--- src/rtl/vend_pkg.sv ---
// Shared types and constants for the multi-product vending controller.
// Optional refund feature: VEND_CANCEL_EN.
package vend_pkg;

    typedef enum logic [1:0] {
        ST_IDLE   = 2'd0,
        ST_CREDIT = 2'd1,
        ST_VEND   = 2'd2,
        ST_CHANGE = 2'd3
    } vend_state_e;

    typedef logic [1:0] coin_code_t;

    localparam int COIN_VAL_1  = 1;
    localparam int COIN_VAL_2  = 2;
    localparam int COIN_VAL_5  = 5;
    localparam int COIN_VAL_10 = 10;

endpackage

--- src/rtl/vend_coin_decode.sv ---
// Coin denomination decoder: coin code to credit units.
// Used by multi_vend_ctrl (VEND_CANCEL_EN has no effect here).
module vend_coin_decode
    import vend_pkg::*;
#(
    parameter int CREDIT_W = 8
) (
    input  coin_code_t          code_i,
    output logic [CREDIT_W-1:0] value_o
);

    always_comb begin
        value_o = '0;
        unique case (code_i)
            2'd0: value_o = CREDIT_W'(COIN_VAL_1);
            2'd1: value_o = CREDIT_W'(COIN_VAL_2);
            2'd2: value_o = CREDIT_W'(COIN_VAL_5);
            2'd3: value_o = CREDIT_W'(COIN_VAL_10);
            default: value_o = '0;
        endcase
    end

endmodule

--- src/rtl/multi_vend_ctrl.sv ---
// Multi-product vending controller: credit, selection, vend handshake, change.
// Define VEND_CANCEL_EN to add the cancel (full refund) input.
module multi_vend_ctrl
    import vend_pkg::*;
#(
    parameter int NUM_PROD   = 4,
    parameter int CREDIT_W   = 8,
    parameter int MAX_CREDIT = 200
) (
    input  logic                         clk,
    input  logic                         rstn,
    input  logic                         coin_valid,
    input  logic [1:0]                   coin_code,
    input  logic                         sel_valid,
    input  logic [3:0]                   sel_id,
    input  logic [NUM_PROD*CREDIT_W-1:0] price_tbl,
    input  logic                         vend_ack,
`ifdef VEND_CANCEL_EN
    input  logic                         cancel,
`endif
    output logic [CREDIT_W-1:0]          credit,
    output logic                         vend_valid,
    output logic [3:0]                   vend_id,
    output logic                         change_pulse,
    output logic                         coin_reject,
    output logic                         sel_reject,
    output logic                         busy
);

    vend_state_e         state_q, state_d;
    logic [CREDIT_W-1:0] credit_q, credit_d;
    logic [CREDIT_W-1:0] price_q, price_d;
    logic [3:0]          vend_id_q, vend_id_d;
    logic                coin_rej_q, coin_rej_d;
    logic                sel_rej_q, sel_rej_d;

    logic [CREDIT_W-1:0] coin_val;
    logic [CREDIT_W-1:0] sel_price;
    logic [CREDIT_W-1:0] remain;
    logic [CREDIT_W:0]   coin_sum;
    logic                coin_ok;
    logic                sel_ok;
    logic                do_cancel;

    vend_coin_decode #(
        .CREDIT_W (CREDIT_W)
    ) u_coin_decode (
        .code_i  (coin_code),
        .value_o (coin_val)
    );

    // One extra bit so the ceiling check cannot wrap.
    assign coin_sum = {1'b0, credit_q} + {1'b0, coin_val};
    assign coin_ok  = coin_sum <= (CREDIT_W+1)'(MAX_CREDIT);
    assign remain   = credit_q - price_q;

    always_comb begin
        sel_price = '0;
        for (int i = 0; i < NUM_PROD; i++) begin
            if (sel_id == 4'(i)) begin
                sel_price = price_tbl[i*CREDIT_W +: CREDIT_W];
            end
        end
    end

    assign sel_ok = (int'(sel_id) < NUM_PROD) && (credit_q >= sel_price);

`ifdef VEND_CANCEL_EN
    assign do_cancel = cancel && (state_q == ST_CREDIT);
`else
    assign do_cancel = 1'b0;
`endif

    always_comb begin
        state_d    = state_q;
        credit_d   = credit_q;
        price_d    = price_q;
        vend_id_d  = vend_id_q;
        coin_rej_d = 1'b0;
        sel_rej_d  = 1'b0;
        unique case (state_q)
            ST_IDLE, ST_CREDIT: begin
                if (do_cancel) begin
                    coin_rej_d = coin_valid;
                    sel_rej_d  = sel_valid;
                    state_d    = ST_CHANGE;
                end else if (coin_valid) begin
                    // A coin in the same cycle always wins over a selection.
                    sel_rej_d = sel_valid;
                    if (coin_ok) begin
                        credit_d = coin_sum[CREDIT_W-1:0];
                        state_d  = ST_CREDIT;
                    end else begin
                        coin_rej_d = 1'b1;
                    end
                end else if (sel_valid) begin
                    if (sel_ok) begin
                        state_d   = ST_VEND;
                        price_d   = sel_price;
                        vend_id_d = sel_id;
                    end else begin
                        sel_rej_d = 1'b1;
                    end
                end
            end
            ST_VEND: begin
                coin_rej_d = coin_valid;
                sel_rej_d  = sel_valid;
                if (vend_ack) begin
                    credit_d  = remain;
                    vend_id_d = '0;
                    state_d   = (remain != '0) ? ST_CHANGE : ST_IDLE;
                end
            end
            ST_CHANGE: begin
                coin_rej_d = coin_valid;
                sel_rej_d  = sel_valid;
                if (credit_q == '0) begin
                    state_d = ST_IDLE;
                end else begin
                    credit_d = credit_q - 1'b1;
                    if (credit_q == CREDIT_W'(1)) begin
                        state_d = ST_IDLE;
                    end
                end
            end
            default: state_d = ST_IDLE;
        endcase
    end

    always_ff @(posedge clk) begin
        if (!rstn) begin
            state_q    <= ST_IDLE;
            credit_q   <= '0;
            price_q    <= '0;
            vend_id_q  <= '0;
            coin_rej_q <= 1'b0;
            sel_rej_q  <= 1'b0;
        end else begin
            state_q    <= state_d;
            credit_q   <= credit_d;
            price_q    <= price_d;
            vend_id_q  <= vend_id_d;
            coin_rej_q <= coin_rej_d;
            sel_rej_q  <= sel_rej_d;
        end
    end

    assign credit       = credit_q;
    assign vend_valid   = (state_q == ST_VEND);
    assign vend_id      = vend_id_q;
    assign change_pulse = (state_q == ST_CHANGE);
    assign coin_reject  = coin_rej_q;
    assign sel_reject   = sel_rej_q;
    assign busy         = (state_q == ST_VEND) || (state_q == ST_CHANGE);

endmodule

--- config.mk ---
export PLATFORM = sky130hd
export DESIGN_NAME = multi_vend_ctrl
export DESIGN_NICKNAME = d
export VERILOG_FILES = /design/src/rtl/vend_pkg.sv /design/src/rtl/vend_coin_decode.sv /design/src/rtl/multi_vend_ctrl.sv
export SDC_FILE = /design/constraint.sdc
export NUM_CORES = 1
export LEC_CHECK = 0
export ABC_AREA = 1
export CAP_MARGIN = 20
export CORE_MARGIN = 10
export CORE_UTILIZATION = 40
export CTS_CLUSTER_DIAMETER = 100
export DETAILED_ROUTE_END_ITERATION = 10
export PLACE_DENSITY = 0.81
export SYNTH_ARGS = -nofsm -noshare
export SYNTH_HDL_FRONTEND = slang
export SYNTH_SLANG_ARGS = --single-unit
export TNS_END_PERCENT = 100
--- constraint.sdc ---
create_clock -name clk -period 2.4 [get_ports clk]
set_input_delay 0.36 -clock clk [delete_from_list [all_inputs] [get_ports clk]]
set_output_delay 0.36 -clock clk [all_outputs]
set_load 0.01 [all_outputs]
==> results of run 1 <==
cell usage in the layout, fill, tap and decap left out, drive strengths merged:
master,n
a22o,2
o221ai,2
o211ai,2
fa,2
nand4,14
xor2,2
o21ai,8
nor2,57
o22ai,3
a21oi,28
o21a,2
clkbuf,7
a311oi,1
a22oi,1
ha,22
inv,68
clkdlybuf4s15,1
clkdlybuf4s50,54
dfxtp,24
nand3,42
xnor2,1
nand2,115
nor3,3
a211oi,6
buf,42
nand3b,3
dlymetal6s2s,1
where the power goes:
group | internal [mW] | total (mW) | switching [mW]
clock | 0.113 | 0.251 | 0.138
sequential | 0.450 | 0.548 | 0.0973
combinational | 0.762 | 1.69 | 0.932
total | 1.33 | 2.49 | 1.17
path summary, 6_finish.rpt:
kind	startpoint	to	slack (ps)	cells past startpoint
setup reg to reg	credit[1]	credit[0]	160	12
hold reg to reg	vend_id[3]	vend_id[3]	440	2
hold / removal	vend_id[3]	vend_id[3]	440	2
setup / recovery	sel_id[1]	price_q[7]	60	17
what timing repair did:
action	CTS	global route
setup endpoints to repair	24	24
resized for setup	37	45
buffers inserted	10	3
pin swaps	15	22
hold buffers	0	0
cloned	2	0
layout make-up:
cell class	instances	area [µm²]
timing repair buffer	102	935
fill	495	2160
inverter	68	260
clock buffer	3	41.3
multi-input combinational	316	1990
sequential	24	480
tap	75	93.8
flip-flops by register name, indices dropped and copies added (netlist names):
signal / cells
vend_id: 4
credit: 8
state_q: 2
sel_reject: 1
coin_reject: 1
price_q: 8
logic make-up (layout without fill, tap and decap cells):
group                      after synthesis  in the layout  synth area share, %
buffers and inverters                   77            173                 12.4
xor gates and xnor gates                 3              3                 1.07
and+or+nand+nor                        233            234                 40.9
AOI/OAI and AO/OA                       55             55                 13.3
DFF                                     24             24                 19.5
adders and majority gates               24             24                 12.8
metal layers:
layer,GRT usage (%),share of wire (%),up-vias
met5,0,0,-
met4,4.74,2.2,0
met3,5.03,7.8,23
met2,29.0,50,150
met1,17.3,40,1394
li1,-,-,1550
through the flow:
step           TNS (ps)  hold WS [ps]  power, mW  cells  setup slack [ps]
2_1_floorplan         0           442       1.44    416              32.7
3_3_place_gp      -9340           431       1.90    570              -521
3_5_place_dp     -11720           431       1.94    570              -664
4_1_cts           -30.5           442       2.30    585             -9.73
5_1_grt            -532           478       2.68    588             -86.3
6_report              0           443       2.49    588              57.2
critical path, stage by stage:
cell	delay (ps)
clkdlybuf4s15_1	200
inv_2	60
nor2_4	130
nand2_2	100
inv_4	90
a22o_1	180
nor2_4	60
ha_4	280
nand2_4	60
nor2_4	100
nand4_1	100
nand3_2	110
nand4_1	140
buf_4	190
clkbuf_16	160
a21oi_4	130
nor2_1	40
==> metrics.md, run 1 <==
| Metric | Value |
|---|---|
| Clock transition at path regs | `90 ps` |
| Synth Area per Inst | `5.93 µm²` |
| Post-synth top area cell | `dfxtp_1` |
| Share of cells above drive strength 1 | `22.8%` |
| Ranking of synthesized cells by area | `dfxtp_1, nand2_1, ha_1, inv_1, nor2_1` |
| Ant. Diodes | `0` |
| Post-synth ARST share | `0%` |
| Crit start category | `input port` |
| Clock Root Buffer | `clkbuf_8` |
| Final setup violation count | `0` |
| Total Wirelength | `8700 µm` |
| Vias per inst | `5.30` |
| Status | `complete, no violations` |
| Crit path DAT | `2500 ps` |
| IO Port Bufs | `59` |
| Synth cell types | `33` |
| DRC viols | `0` |
| Most common cell in the netlist | `nand2_1` |
| Post-synthesis sequential area ratio | `19.5%` |
| Synth warnings | `0` |
| Post-Syn Area | `2470 µm²` |
| Vias in the first global route | `3074` |
| Max_cap viols | `0` |
| Slew Viols, Final | `0` |
| Final HPWL DP | `6190 µm` |
| Net count after synthesis | `483` |
| Most used DFF post-synth | `dfxtp_1` |
| GRT Total Usage | `16.0%` |
| Post-route clock period utilization | `97.6%` |
| Leakage | `1.83 nW` |
| Design area | `3800 µm²` |
| Die area | `9710 µm²` |
| Area Growth Syn to Fin | `54.0%` |
| # clock sinks | `24` |
| Util after Layout | `63.8%` |
| Hold Path Class | `flop to flop` |
| CTS tree | `yes` |
| Final hold vios | `0` |
| Min Clock Period, post-route | `2340 ps` |
| Max Fclk | `427 MHz` |
| Top-Level Pins | `60` |
| Largest net degree at the start of global routing | `16` |
| First-pass GRT wire length | `13500 µm` |
| Avg WL per Cell | `14.8 µm` |
| Drt first pass iters | `5` |
| Initial Utilization | `41.4%` |
| Initial antenna violation count | `0` |
| Crit Path Class | `input port to flop` |
| Slew headroom | `57.4%` |
| Max Clock Skew | `1.69 ps` |
| Post-synth top cells | `nand2_1, inv_1, nor2_1` |
| Crit path required time | `2560 ps` |
| Core area | `5960 µm²` |
| Slew @ Worst Pin | `637 ps` |
| H-tree levels | `1` |
| Die width | `98.5 µm` |
| Final layout net count | `582` |
| Worst vdd ir | `298 µV` |
| Clk buf depth | `2` |
| GP Congestion | `0.968` |
| Die Y | `98.5 µm` |
| Post-synth EDFFs | `0` |
| Worst-Skew Late Latency | `270 ps` |
| Crit. End Element | `flop` |
| DR vias | `3117` |
| Post-synthesis cell count | `416` |
| Congestion Overflow GR | `0` |
| DRT iter0 DRCs | `209` |
| CP Max Fanout | `8` |
| Synth top area share | `19.5%` |
| Row count | `28` |
| Post-route ant nets | `0` |
| Power Density | `656 nW/µm²` |
| Placed cell area | `3340 µm²` |
| CTS Buf Count | `3` |
| Seq cells post-synth | `24` |
No activity file was read; power rests on OpenSTA's default activity.
==> run 2: changes to the inputs <==
--- a/config.mk
+++ b/config.mk
@@ -9,6 +9,7 @@
 export CAP_MARGIN = 20
 export CORE_MARGIN = 10
 export CORE_UTILIZATION = 40
+export CTS_BUF_LIST = sky130_fd_sc_hd__clkbuf_8
 export CTS_CLUSTER_DIAMETER = 100
 export DETAILED_ROUTE_END_ITERATION = 10
 export PLACE_DENSITY = 0.81
==> results of run 2 <==
Final layout, timing and power as in run 1 (identical DEF).
==> run 3: changes to the inputs <==
--- a/config.mk
+++ b/config.mk
@@ -6,13 +6,17 @@
 export NUM_CORES = 1
 export LEC_CHECK = 0
 export ABC_AREA = 1
+export ABC_CLOCK_PERIOD_IN_PS = 2400
 export CAP_MARGIN = 20
+export CELL_PAD_IN_SITES_DETAIL_PLACEMENT = 1
+export CELL_PAD_IN_SITES_GLOBAL_PLACEMENT = 1
 export CORE_MARGIN = 10
-export CORE_UTILIZATION = 40
+export CORE_UTILIZATION = 31
 export CTS_BUF_LIST = sky130_fd_sc_hd__clkbuf_8
 export CTS_CLUSTER_DIAMETER = 100
 export DETAILED_ROUTE_END_ITERATION = 10
-export PLACE_DENSITY = 0.81
+export GPL_TIMING_DRIVEN = 0
+export PLACE_DENSITY = 0.9
 export SYNTH_ARGS = -nofsm -noshare
 export SYNTH_HDL_FRONTEND = slang
 export SYNTH_SLANG_ARGS = --single-unit
==> metrics.md, run 3 (same netlist as run 1, synthesis figures left out) <==
| Metric | Value |
|---|---|
| Status | `complete, but fails checks (was complete, no violations)` |
| Violated checks | `setup timing` |
| Final setup violation count | `9 (was 0)` |
| IO Port Bufs | `59 (unchanged)` |
| CP Max Fanout | `7 (was 8)` |
| Final HPWL DP | `7700 µm (was 6190 µm)` |
| Area of the multi-input gates | `2050 µm² (was 1990 µm²)` |
| Placed cell area | `3210 µm² (was 3340 µm²)` |
| # clock sinks | `24 (unchanged)` |
| Worst-Skew Late Latency | `280 ps (was 270 ps)` |
| Congestion Overflow GR | `0 (unchanged)` |
| Fillers | `981 (was 495)` |
| DR vias | `3343 (was 3117)` |
| Hold Path Class | `input port to flop (was flop to flop)` |
| Largest net degree at the start of global routing | `14 (was 16)` |
| Min Clock Period, post-route | `2480 ps (was 2340 ps)` |
| Most frequent cells in the layout | `nand2_1, inv_1, clkdlybuf4s50_1 (unchanged)` |
| Initial Utilization | `31.9% (was 41.4%)` |
| Worst vdd ir | `280 µV (was 298 µV)` |
| Crit path required time | `2540 ps (was 2560 ps)` |
| Commonest non-fill, non-tap cell in the layout | `nand2_1 (unchanged)` |
| DRC viols | `0 (unchanged)` |
| Clock transition at path regs | `100 ps (was 90 ps)` |
| Core area | `7730 µm² (was 5960 µm²)` |
| Max_cap viols | `0 (unchanged)` |
| Vias in the first global route | `3644 (was 3074)` |
| Ant. Diodes | `0 (unchanged)` |
| Top-Level Pins | `60 (unchanged)` |
| Post-route clock period utilization | `103% (was 97.6%)` |
| Drt first pass iters | `4 (was 5)` |
| Initial antenna violation count | `0 (unchanged)` |
| CTS Buf Count | `3 (unchanged)` |
| Final hold vios | `0 (unchanged)` |
| First-pass GRT wire length | `17200 µm (was 13500 µm)` |
| H-tree levels | `1 (unchanged)` |
| Dpl cells | `577 (was 570)` |
| Design area | `4010 µm² (was 3800 µm²)` |
| Die width | `109 µm (was 98.5 µm)` |
| GRT Total Usage | `17.8% (was 16.0%)` |
| Total Wirelength | `12200 µm (was 8700 µm)` |
| DRT iter0 DRCs | `197 (was 209)` |
| Crit. End Element | `flop (unchanged)` |
| GP Congestion | `0.894 (was 0.968)` |
| CTS tree | `yes (unchanged)` |
| Max Clock Skew | `6.62 ps (was 1.69 ps)` |
| Reg-to-Reg Start | `credit[0] (was credit[1])` |
| Post-route ant nets | `0 (unchanged)` |
| Sequential cell area | `487 µm² (was 480 µm²)` |
| Share of cells above drive strength 1 | `26.6% (was 22.8%)` |
| Max Fclk | `403 MHz (was 427 MHz)` |
| CP max stage delay | `260 ps (was 280 ps)` |
| Dpl ws | `-1090 ps (was -664 ps)` |
| Avg WL per Cell | `19.5 µm (was 14.8 µm)` |
| Non-Filler Instances | `625 (was 588)` |
| Leakage | `1.91 nW (was 1.83 nW)` |
| Die area | `11900 µm² (was 9710 µm²)` |
| Final layout net count | `591 (was 582)` |
| CP max stage cell | `ha_4 (unchanged)` |
| Clk buf depth | `2 (unchanged)` |
| Area Growth Syn to Fin | `62.5% (was 54.0%)` |
| Setup ws final | `-82.2 ps (was 57.2 ps)` |
| Crit Path Class | `input port to flop (unchanged)` |
| Die Y | `109 µm (was 98.5 µm)` |
| Row count | `32 (was 28)` |
| Slew Viols, Final | `0 (unchanged)` |
| Critical-path cell list | `buf_4 -> inv_2 -> nand3_4 -> inv_4 -> buf_4 -> a22o_1 -> nor2_2 -> ha_4 -> a21oi_2 -> o21a_1 -> nand3_2 -> nand4_1 -> buf_6 -> buf_8 -> nor2_2 -> a21oi_2 -> nor2_1 (was clkdlybuf4s15_1 -> inv_2 -> nor2_4 -> nand2_2 -> inv_4 -> a22o_1 -> nor2_4 -> ha_4 -> nand2_4 -> nor2_4 -> nand4_1 -> nand3_2 -> nand4_1 -> buf_4 -> clkbuf_16 -> a21oi_4 -> nor2_1)` |
| WHS | `364 ps (was 443 ps)` |
| Hold Path Origin | `sel_id[1] (was vend_id[3])` |
| Power Density | `658 nW/µm² (was 656 nW/µm²)` |
| Launch point of the critical path | `sel_id[0] (was sel_id[1])` |
| Slew headroom | `56.2% (was 57.4%)` |
| Clock Root Buffer | `clkbuf_8 (unchanged)` |
| RSZ-0062 raised after global routing | `true` |
| Vias per inst | `5.35 (was 5.30)` |
| Power, Total | `2.64 mW (was 2.49 mW)` |
| Crit start category | `input port (unchanged)` |
| Slew @ Worst Pin | `657 ps (was 637 ps)` |
| Crit path DAT | `2620 ps (was 2500 ps)` |
| Reg2Reg Setup Slack | `50 ps (was 160 ps)` |
## run 3: cell count changes in the layout (fill, tap and decap cells not counted), sizes merged
| cell | change |
|---|---|
| clkbuf | +1 |
| nand2 | -1 |
| clkinvlp | +1 |
| dlymetal6s2s | +2 |
| clkdlybuf4s15 | -1 |
| buf | +12 |
| inv | -1 |
| clkdlybuf4s50 | -3 |
## run 3: where the power goes
group | switching [mW] | leakage [nW] | internal, mW
combinational | 1.03 | 1.68 | 0.732
clock | 0.156 | 0.0288 | 0.147
sequential | 0.124 | 0.197 | 0.454
## run 3: timing repair
item                                    in CTS  in global routing
pin swaps                                   19                 23
gates resized for setup                     59                 70
endpoints found under the setup margin      24                 22
gates cloned                                 1                  0
setup buffers                               28                 17
hold buffers                                 0                  0
## run 3: final timing paths
path / end / cells after the start
worst min register to register: vend_id[3] / 2
worst min-delay path: vend_id[1] / 3
worst max register to register: state_q[1] / 14
worst max-delay path: price_q[0] / 17
## run 3: layout make-up
cell class | instances | share of cell area, %
Multi-Input combinational cell | 315 | 51.1
Timing Repair Buffer | 103 | 23.6
Sequential cell | 24 | 12.1
Inverter | 68 | 7.02
Tap cell | 102 | 3.18
Buffer | 9 | 1.56
Clock buffer | 4 | 1.37
## run 3: per-stage QoR
stage               utilization, %  TNS [ps]
floorplan                        -         0
global placement              41.5    -15390
detailed placement            41.5    -18770
CTS                           46.7      -159
global route                  51.9     -2440
finish                        51.9      -424
## run 3: routing by layer
layer	share of wire [%]	track usage [%]	up-vias	routed length (µm)
met5	0	0	-	0
li1	-	-	1568	-
met3	5.9	3.89	42	713
met4	4.3	8.09	0	520
met2	52	33.5	132	6290
met1	38	18.3	1601	4650
## run 3: worst max-delay path, delay by kind of cell
kind                     cells  cell delay, ps
AO/OA/AOI/OAI                4             640
buffers and inverters        6             690
AND/OR/NAND/NOR              6             670
adder cells (fa/ha/maj)      1             260
